--- config.mk ---
export PLATFORM = sky130hd
export DESIGN_NAME = mq_mul_seq
export DESIGN_NICKNAME = d
export VERILOG_FILES = /design/src/rtl/mq_mul_seq.sv
export SDC_FILE = /design/constraint.sdc
export NUM_CORES = 1
export LEC_CHECK = 0
export CORE_AREA = 8 8 53 66
export DETAILED_ROUTE_END_ITERATION = 6
export DIE_AREA = 0 0 61 74
export PLACE_DENSITY = 0.61
export REMOVE_ABC_BUFFERS = 1
export SLEW_MARGIN = 20
export SYNTH_ARGS = -nofsm -noshare
export SYNTH_HDL_FRONTEND = slang
export SYNTH_SLANG_ARGS = --single-unit
--- constraint.sdc ---
create_clock -name clk -period 2.9 [get_ports clk]
set_input_delay 0.58 -clock clk [delete_from_list [all_inputs] [get_ports clk]]
set_output_delay 0.58 -clock clk [all_outputs]
set_load 0.05 [all_outputs]
--- src/rtl/mq_mul_seq.sv ---
// Radix-4 Booth multiply step sequencer: walks the MQ low bit pair for N steps,
// steering the AD operation and the AR/MQ load/shift strobes, then pulses done.
module mq_mul_seq (
    input  logic       clk,
    input  logic       resetN,
    input  logic       start,
    input  logic [5:0] steps,
    input  logic       abort,
    input  logic [1:0] mqLow,      // [1] = MQ[34], [0] = MQ[35] (LSB)
    output logic       busy,
    output logic       done,
    output logic [2:0] adOp,
    output logic       arLoad,
    output logic       mqShift,
    output logic [5:0] stepsLeft
);

    localparam logic [2:0] OP_PASS  = 3'b000;
    localparam logic [2:0] OP_ADD1  = 3'b001;
    localparam logic [2:0] OP_ADD2  = 3'b010;
    localparam logic [2:0] OP_SUB1  = 3'b011;
    localparam logic [2:0] OP_SUB2  = 3'b100;

    typedef enum logic [1:0] {
        IDLE = 2'b00,
        STEP = 2'b01,
        DONE = 2'b10
    } state_t;

    state_t     state, state_nxt;
    logic [5:0] cnt, cnt_nxt;
    logic       prev_bit, prev_bit_nxt;
    logic [2:0] booth_op;

    // Triplet is {MQ[34], MQ[35], bit shifted out on the previous step}.
    always_comb begin
        booth_op = OP_PASS;
        case ({mqLow[1], mqLow[0], prev_bit})
            3'b000, 3'b111: booth_op = OP_PASS;
            3'b001, 3'b010: booth_op = OP_ADD1;
            3'b011:         booth_op = OP_ADD2;
            3'b100:         booth_op = OP_SUB2;
            3'b101, 3'b110: booth_op = OP_SUB1;
            default:        booth_op = OP_PASS;
        endcase
    end

    always_ff @(posedge clk or negedge resetN) begin
        if (!resetN) begin
            state    <= IDLE;
            cnt      <= '0;
            prev_bit <= 1'b0;
        end else begin
            state    <= state_nxt;
            cnt      <= cnt_nxt;
            prev_bit <= prev_bit_nxt;
        end
    end

    always_comb begin
        state_nxt    = state;
        cnt_nxt      = cnt;
        prev_bit_nxt = prev_bit;
        busy         = 1'b0;
        done         = 1'b0;
        adOp         = OP_PASS;
        arLoad       = 1'b0;
        mqShift      = 1'b0;

        case (state)
            IDLE: begin
                if (start && !abort) begin
                    cnt_nxt      = steps;
                    prev_bit_nxt = 1'b0;
                    state_nxt    = (steps == 6'd0) ? DONE : STEP;
                end
            end
            STEP: begin
                busy         = 1'b1;
                adOp         = booth_op;
                arLoad       = 1'b1;
                mqShift      = 1'b1;
                prev_bit_nxt = mqLow[1];
                // Saturating count: a zero here can only mean the last step.
                if (cnt <= 6'd1) begin
                    cnt_nxt   = 6'd0;
                    state_nxt = DONE;
                end else begin
                    cnt_nxt = cnt - 6'd1;
                end
            end
            DONE: begin
                done      = 1'b1;
                state_nxt = IDLE;
            end
            default: state_nxt = IDLE;
        endcase

        // Abort overrides everything, including same-cycle strobes.
        if (abort) begin
            state_nxt = IDLE;
            cnt_nxt   = 6'd0;
            done      = 1'b0;
            adOp      = OP_PASS;
            arLoad    = 1'b0;
            mqShift   = 1'b0;
        end
    end

    assign stepsLeft = cnt;

endmodule

After elaboration in Yosys (flattened, before gate mapping)
Memories as Yosys holds them, arrays and structs flattened. Index checks and enable logic that the tools add are counted.

Reductions and logical operators: 9. $add $sub $neg: 1. Equal/unequal tests: 5. Muxes and demuxes: 17. $lt $le $gt $ge: 1.

Operators with widths (count): 2-to-1 mux 6 bit (3); case mux 6 bit (2 select lines) (1); 2-to-1 mux 2 bit (4); less-or-equal comparator 6 x 1 -> 1 bit, second input constant (1); zero test 6 bit (1); 2-to-1 mux 3 bit (2); != test 3 bit, second input constant (2); AND reduction 2 bit (3); subtractor 6 x 1 -> 6 bit, second input constant (1); 2-to-1 mux 1 bit (5); case mux 2 bit (2 select lines) (1); nonzero test 3 bit (1); equality test 2 x 1 -> 1 bit, second input constant (1); equality test 2 bit, second input constant (1); zero test 2 bit (1); != test 2 bit, second input constant (1); case mux 1 bit (2 select lines) (1); nonzero test 2 bit (1); logical AND 1 bit (1); zero test 1 bit (1).

Output and inout port bits: 13. Bits in read-only memories: 24. Bits of input ports: 12. Logic and storage cells: 37. Memories: 1. Flip-flop bits (word level): 9.

Memory list: (no name shown) (words 8, width 3, rd ports 1, clocked after Yosys merged registers in 0, write ports 0, RTL line 38) `case ({mqLow[1], mqLow[0], prev_bit})`.

Depth between registers and ports, before layout
Gate-level depths: netlist (run 1).

Depth in word-level cells: 5. Depth in mapped cells: 7. Depth with buffers taken out: 6.

Worst setup path before layout (run 1)
Ideal clock, no wire load.

Kind: reg2out. From: register state[1]. To: output adOp[2]. Arrival: 2097 ps. Stages on the path, launching flop included: 6. Data required time: 2320 ps. Path slack: 223 ps. Path through: dfrtp_1 -> clkbuf_1 -> nand2b_1 -> buf_2 -> nor2_1 -> and3_1.

Word-level cells in the longest chain between the ends: 3.

RTL lines: start: declaration (RTL line 30) `state_t state, state_nxt;`; start signal: assignment (RTL line 54) `state <= state_nxt;`; equality test 2 x 1 -> 1 bit (RTL line 70) `case (state)`; 2-to-1 mux 3 bit (RTL line 70); 2-to-1 mux 3 bit (RTL line 100) `if (abort) begin`; end: declaration (RTL line 12) `output logic [2:0] adOp,`.

Every way passes these cells.

Worst setup path after layout (run 1)
From: register state[1]. To: output busy.

Word-level cells in the longest chain between the ends: 2.

RTL lines: equality test 2 x 1 -> 1 bit (RTL line 70); 2-to-1 mux 1 bit (RTL line 70); end: declaration (RTL line 10) `output logic busy,`.

Every way passes these cells.

==> impl_metrics.json, run 1 <==
{
  "finalMaxSlewViolations": 0,
  "cts_tree": "yes",
  "via_per_inst": 4.965,
  "cap_viol_max_count": 0,
  "core_sq_um": 2549,
  "tns_ns": 0,
  "final_cell_mix": "18 x clkdlybuf4s50_1, 12 x nor2_1, 9 x dfrtp_1",
  "clkTransAtPathRegs_ns": 0.06,
  "antenna-diode-count": 0,
  "max_stage_delay_ns": 0.82,
  "cts_resized": 0,
  "p_per_area_nw_per_um2": 535.3,
  "postRouteAntennaNets": 0,
  "reg2reg_depth": 6,
  "synth_top_cell_by_area": "dfrtp_1",
  "clock_latency_ns": 0.26,
  "rows": 21,
  "final_common_cell": "clkdlybuf4s50_1",
  "drt_iter0_drc": 23,
  "irDropWorstVdd_mv": 0.1747,
  "yosys.area.top_type_share_pct": 31.69,
  "critPathCaptureType": "primary output",
  "rsz0062_at_grt": "false",
  "clock_sinks": 9,
  "maxSlewHeadroom_pct": 66.20,
  "worst_r2r_endpoint": "stepsLeft[2]",
  "final_cells": 141,
  "start_util_pct": 27.88,
  "overflow": 0,
  "worst-setup-path-type": "register to primary output",
  "synth_cell_type_count": 32,
  "grt_pass1_vias": 722,
  "synthArstFlopShare_pct": 100.0,
  "dieArea_sq_um": 4514,
  "layout-drive-gt1-share_pct": 16.82,
  "area_growth_pct": 50.53,
  "cp_num_cells": 3,
  "crit_path_start_kind": "register",
  "drcViolationCount": 0,
  "crit_path_cell_trace": "nand2b_1, inv_2, clkdlybuf4s50_1",
  "setup_viol": 0,
  "rrSetupSlack_ns": 1.25,
  "ys_seq_elements": 9,
  "num_vias": 700,
  "numCtsBuffers": 3,
  "cts.path.max_buffers": 2,
  "gp_congestion": 0.8554,
  "hold_violations": 0,
  "die_w_um": 61,
  "antenna_found_initial": 0,
  "postCtsSetupRepairBufs": 0,
  "track_usage_pct": 9.539,
  "post-dp-hpwl_um": 1606,
  "post-route-min-period_ns": 2.607,
  "synth-simple-area-share_pct": 23.42,
  "numPortBuffers": 24,
  "synthMuxAreaShare_pct": 2.993,
  "crit_slowest_cell": "clkdlybuf4s50_1",
  "crit_required_ns": 2.32,
  "period_share_pct": 89.89,
  "cts-root-buf": "clkbuf_4",
  "cp_top_family": "buffers and inverters",
  "status": "finished, final reports clean",
  "p_leak_nw": 0.4558,
  "drtPass1Iterations": 4,
  "htree_levels": 1,
  "io_pins": 25,
  "synth-seq-area-share_pct": 31.69,
  "synth-edff-count": 0,
  "holdBufCountCts": 0,
  "cp.arrival_ns": 2.03,
  "grt_first_pass_wirelength_um": 3305,
  "synth_fa_ha_area_share_pct": 7.042,
  "tightest_slew_ns": 0.5054,
  "seq_area_sq_um": 225.2,
  "synth_top_flop_cell": "dfrtp_1",
  "dpl.cell_count": 137,
  "n_fill_cell": 266,
  "final.setup_skew_ns": 0.001238,
  "crit_path_end": "busy",
  "syn_inst": 82,
  "grt_max_degree": 10,
  "min_path_type": "register to register",
  "syn_area_per_cell_sq_um": 8.667,
  "critPathBufInv": 2,
  "r2r-start": "stepsLeft[0]",
  "fin_ws_ns": 0.2933,
  "cp_max_fo": 8,
  "finish.net_count": 124,
  "avgRoutedWirePerCell_um": 13.73,
  "synth-xor-area-share_pct": 4.930,
  "synth_top_family_by_area": "simple AND/OR/NAND/NOR gates",
  "synth_area_leaders": "dfrtp_1 32%, ha_1 7.0%, nor2_1 6.3%",
  "synth_compound_area_share_pct": 22.71,
  "routed_wl_um": 1936,
  "power_uw": 572.7,
  "crit_start": "state[1]",
  "place_ws_ns": 0.3901,
  "yosys_warnings": 0,
  "fmax_mhz": 383.6,
  "syn_area_sq_um": 710.7,
  "die-height_um": 74,
  "multiInputGateArea_sq_um": 434.2
}
report_power, final:
group / switching, mW / internal (mW) / total, mW
combinational: 0.167 / 0.133 / 0.299
sequential: 0.0315 / 0.143 / 0.175
clock: 0.0453 / 0.0531 / 0.0985
total: 0.244 / 0.329 / 0.573
registers in the layout (all words and copies together), names as in the netlist:
register and flops:
prev_bit 1, stepsLeft 6, state 2
cell usage after synthesis (2+ instances only):
cell type	instances
xnor2_1	3
a31oi_1	3
nor3_1	6
inv_1	6
ha_1	4
nand2_1	5
dfrtp_1	9
clkbuf_1	2
o221a_1	2
buf_2	2
a22o_1	4
o31ai_1	2
nor2_1	12
nor2b_1	3
and3_1	2
logic make-up (layout without fill, tap and decap cells):
logic type | Yosys count | in the layout
muxes | 2 | 2
DFF | 9 | 9
and+or+nand+nor | 33 | 33
xor gates and xnor gates | 4 | 4
buffers and inverters | 12 | 37
AOI/OAI and AO/OA | 18 | 18
adders and majority gates | 4 | 4
routing by layer:
metal / up-vias / global-route usage, % / routed length (um)
li1: 342 / - / -
met1: 342 / 10.78 / 855
met3: 2 / 2.595 / 91
met5: - / 0 / 0
met2: 14 / 16.25 / 972
met4: 0 / 3.896 / 16
stage by stage:
step / util [%] / hold WS, ns / area [sq um]
2_1_floorplan: - / 0.2844 / 685.7
6_report: 41.97 / 0.5428 / 1070
3_5_place_dp: 40.94 / 0.5377 / 1044
5_1_grt: 41.97 / 0.5721 / 1070
3_3_place_gp: 40.94 / 0.5249 / 1044
4_1_cts: 41.97 / 0.5514 / 1070
layout make-up:
type | count | area share (%)
Timing Repair Buffer | 26 | 29.47
Sequential cell | 9 | 21.05
Multi-Input combinational cell | 61 | 40.58
Tap cell | 34 | 3.977
Clock buffer | 4 | 2.456
Inverter | 7 | 2.456
worst min-delay path by stage:
stage | from | endpoint | slack (ns) | cells past startpoint
3_5_place_dp | prev_bit | prev_bit | 0.54 | 1
3_3_place_gp | prev_bit | prev_bit | 0.52 | 1
6_report | prev_bit | prev_bit | 0.54 | 1
4_1_cts | prev_bit | prev_bit | 0.55 | 1
2_1_floorplan | resetN | prev_bit | 0.28 | 0
5_1_grt | prev_bit | prev_bit | 0.57 | 1
Power figures use the tool's default switching activity.
==> run 2: changes to the inputs <==
--- a/config.mk
+++ b/config.mk
@@ -7,7 +7,6 @@
 export LEC_CHECK = 0
-export CORE_AREA = 8 8 53 66
+export CORE_AREA = 8 8 49 51
 export DETAILED_ROUTE_END_ITERATION = 6
-export DIE_AREA = 0 0 61 74
-export PLACE_DENSITY = 0.61
-export REMOVE_ABC_BUFFERS = 1
+export DIE_AREA = 0 0 57 59
+export PLACE_DENSITY = 0.83
 export SLEW_MARGIN = 20
==> constraint.sdc (replaced) <==
create_clock -name clk -period 2.9 [get_ports clk]
set_input_delay 0.435 -clock clk [delete_from_list [all_inputs] [get_ports clk]]
set_output_delay 0.435 -clock clk [all_outputs]
set_load 0.05 [all_outputs]
==> impl_metrics.json, run 2 (synthesized netlist as in run 1, its figures left out) <==
{
  "hold_violations": 0,
  "r2r-start": "stepsLeft[0]",
  "worst_r2r_endpoint": "state[0]",
  "min_path_type": "input pin to async pin",
  "rows": 15,
  "numPortBuffers": 24,
  "grt_max_degree": 11,
  "fmax_mhz": 394.1,
  "multiInputGateArea_sq_um": 434.2,
  "seq_area_sq_um": 225.2,
  "period_share_pct": 87.50,
  "htree_levels": 1,
  "drtPass1Iterations": 5,
  "max_stage_delay_ns": 0.84,
  "clkTransAtPathRegs_ns": 0.06,
  "dieArea_sq_um": 3363,
  "cp_max_fo": 8,
  "die_w_um": 57,
  "antenna_found_initial": 0,
  "crit_path_start_kind": "register",
  "p_per_area_nw_per_um2": 571.5,
  "cts.path.max_buffers": 2,
  "worst-setup-path-type": "register to primary output",
  "antenna-diode-count": 0,
  "rsz0062_at_grt": "false",
  "finish.net_count": 123,
  "holdWs_ns": 0.4749,
  "drt_iter0_drc": 12,
  "clock_latency_ns": 0.27,
  "largest_register_ffs": 6,
  "via_per_inst": 5.537,
  "rrSetupSlack_ns": 1.26,
  "crit_slowest_cell": "clkdlybuf4s50_1",
  "post-route-min-period_ns": 2.537,
  "irDropWorstVdd_mv": 0.2938,
  "postRouteAntennaNets": 0,
  "io_pins": 25,
  "gp_congestion": 0.7817,
  "fin_util_pct": 58.64,
  "cts_resized": 0,
  "cap_viol_max_count": 0,
  "maxSlewHeadroom_pct": 66.43,
  "avgRoutedWirePerCell_um": 14.60,
  "reg2reg_depth": 6,
  "tns_ns": 0,
  "grt_first_pass_wirelength_um": 2898,
  "clock_sinks": 9,
  "layout-drive-gt1-share_pct": 15.09,
  "final_common_cell": "clkdlybuf4s50_1",
  "start_util_pct": 43.03,
  "tightest_slew_ns": 0.5019,
  "numCtsBuffers": 3,
  "final_cell_mix": "19 x clkdlybuf4s50_1, 12 x nor2_1, 9 x dfrtp_1",
  "crit_required_ns": 2.47,
  "core_sq_um": 1652,
  "cp.arrival_ns": 2.10,
  "critPathCaptureType": "primary output",
  "die-height_um": 59,
  "routed_wl_um": 1796,
  "cts_tree": "yes",
  "n_fill_cell": 154,
  "cts-root-buf": "clkbuf_4",
  "final.setup_skew_ns": 0.002131,
  "num_vias": 681,
  "crit_path_cell_trace": "nand2b_1, nor2_1, clkdlybuf4s50_1",
  "area_growth_pct": 36.27,
  "holdBufCountCts": 0,
  "power_uw": 553.4,
  "track_usage_pct": 10.86,
  "setup_viol": 0,
  "synth_fp_nets": 98,
  "grt_pass1_vias": 670,
  "status": "finished, final reports clean",
  "postCtsSetupRepairBufs": 0,
  "overflow": 0,
  "p_leak_nw": 0.4313,
  "finalMaxSlewViolations": 0,
  "post-dp-hpwl_um": 1480,
  "drcViolationCount": 0
}
[run 2: stage by stage]
step	instance area [sq um]	worst slack [ns]	instances
2_1_floorplan	710.7	0.3683	82
3_3_place_gp	942.2	0.5445	119
3_5_place_dp	942.2	0.5369	119
4_1_cts	968.4	0.3537	123
5_1_grt	968.4	0.2731	123
6_report	968.4	0.3626	123
[run 2: routing by layer]
layer,part of all wire [%],global-route usage [%],vias to the layer above
li1,-,-,340
met1,48,13.00,311
met2,43,16.59,25
met3,6.6,3.004,5
met4,2.6,7.047,0
met5,0,0,-
[run 2: worst max-delay path by stage]
stage / from / endpoint / slack, ns
after floorplan: state[1] / adOp[2] / 0.37
after global placement: abort / mqShift / 0.54
after detailed placement: abort / mqShift / 0.54
after CTS: state[1] / mqShift / 0.35
after global routing: state[1] / mqShift / 0.27
final: state[1] / mqShift / 0.36
[run 2: final cells by class]
type                    instances  area share, %
inverters                       7          2.713
multi-input cells              61          44.83
flip-flops and latches          9          23.26
clock buffers                   4          2.713
repair buffers                 25          24.29
well taps                      17          2.196
[run 2: report_power, final]
group / internal, mW / switching, mW
sequential: 0.143 / 0.0304
combinational: 0.119 / 0.162
clock: 0.0531 / 0.0454
total: 0.316 / 0.238
[run 2: worst max-delay path, delay by kind of cell (launching register included)]
kind                   cells  cell delay (ns)
DFF                        1             0.46
and+or+nand+nor            2             0.54
buffers and inverters      1             0.84
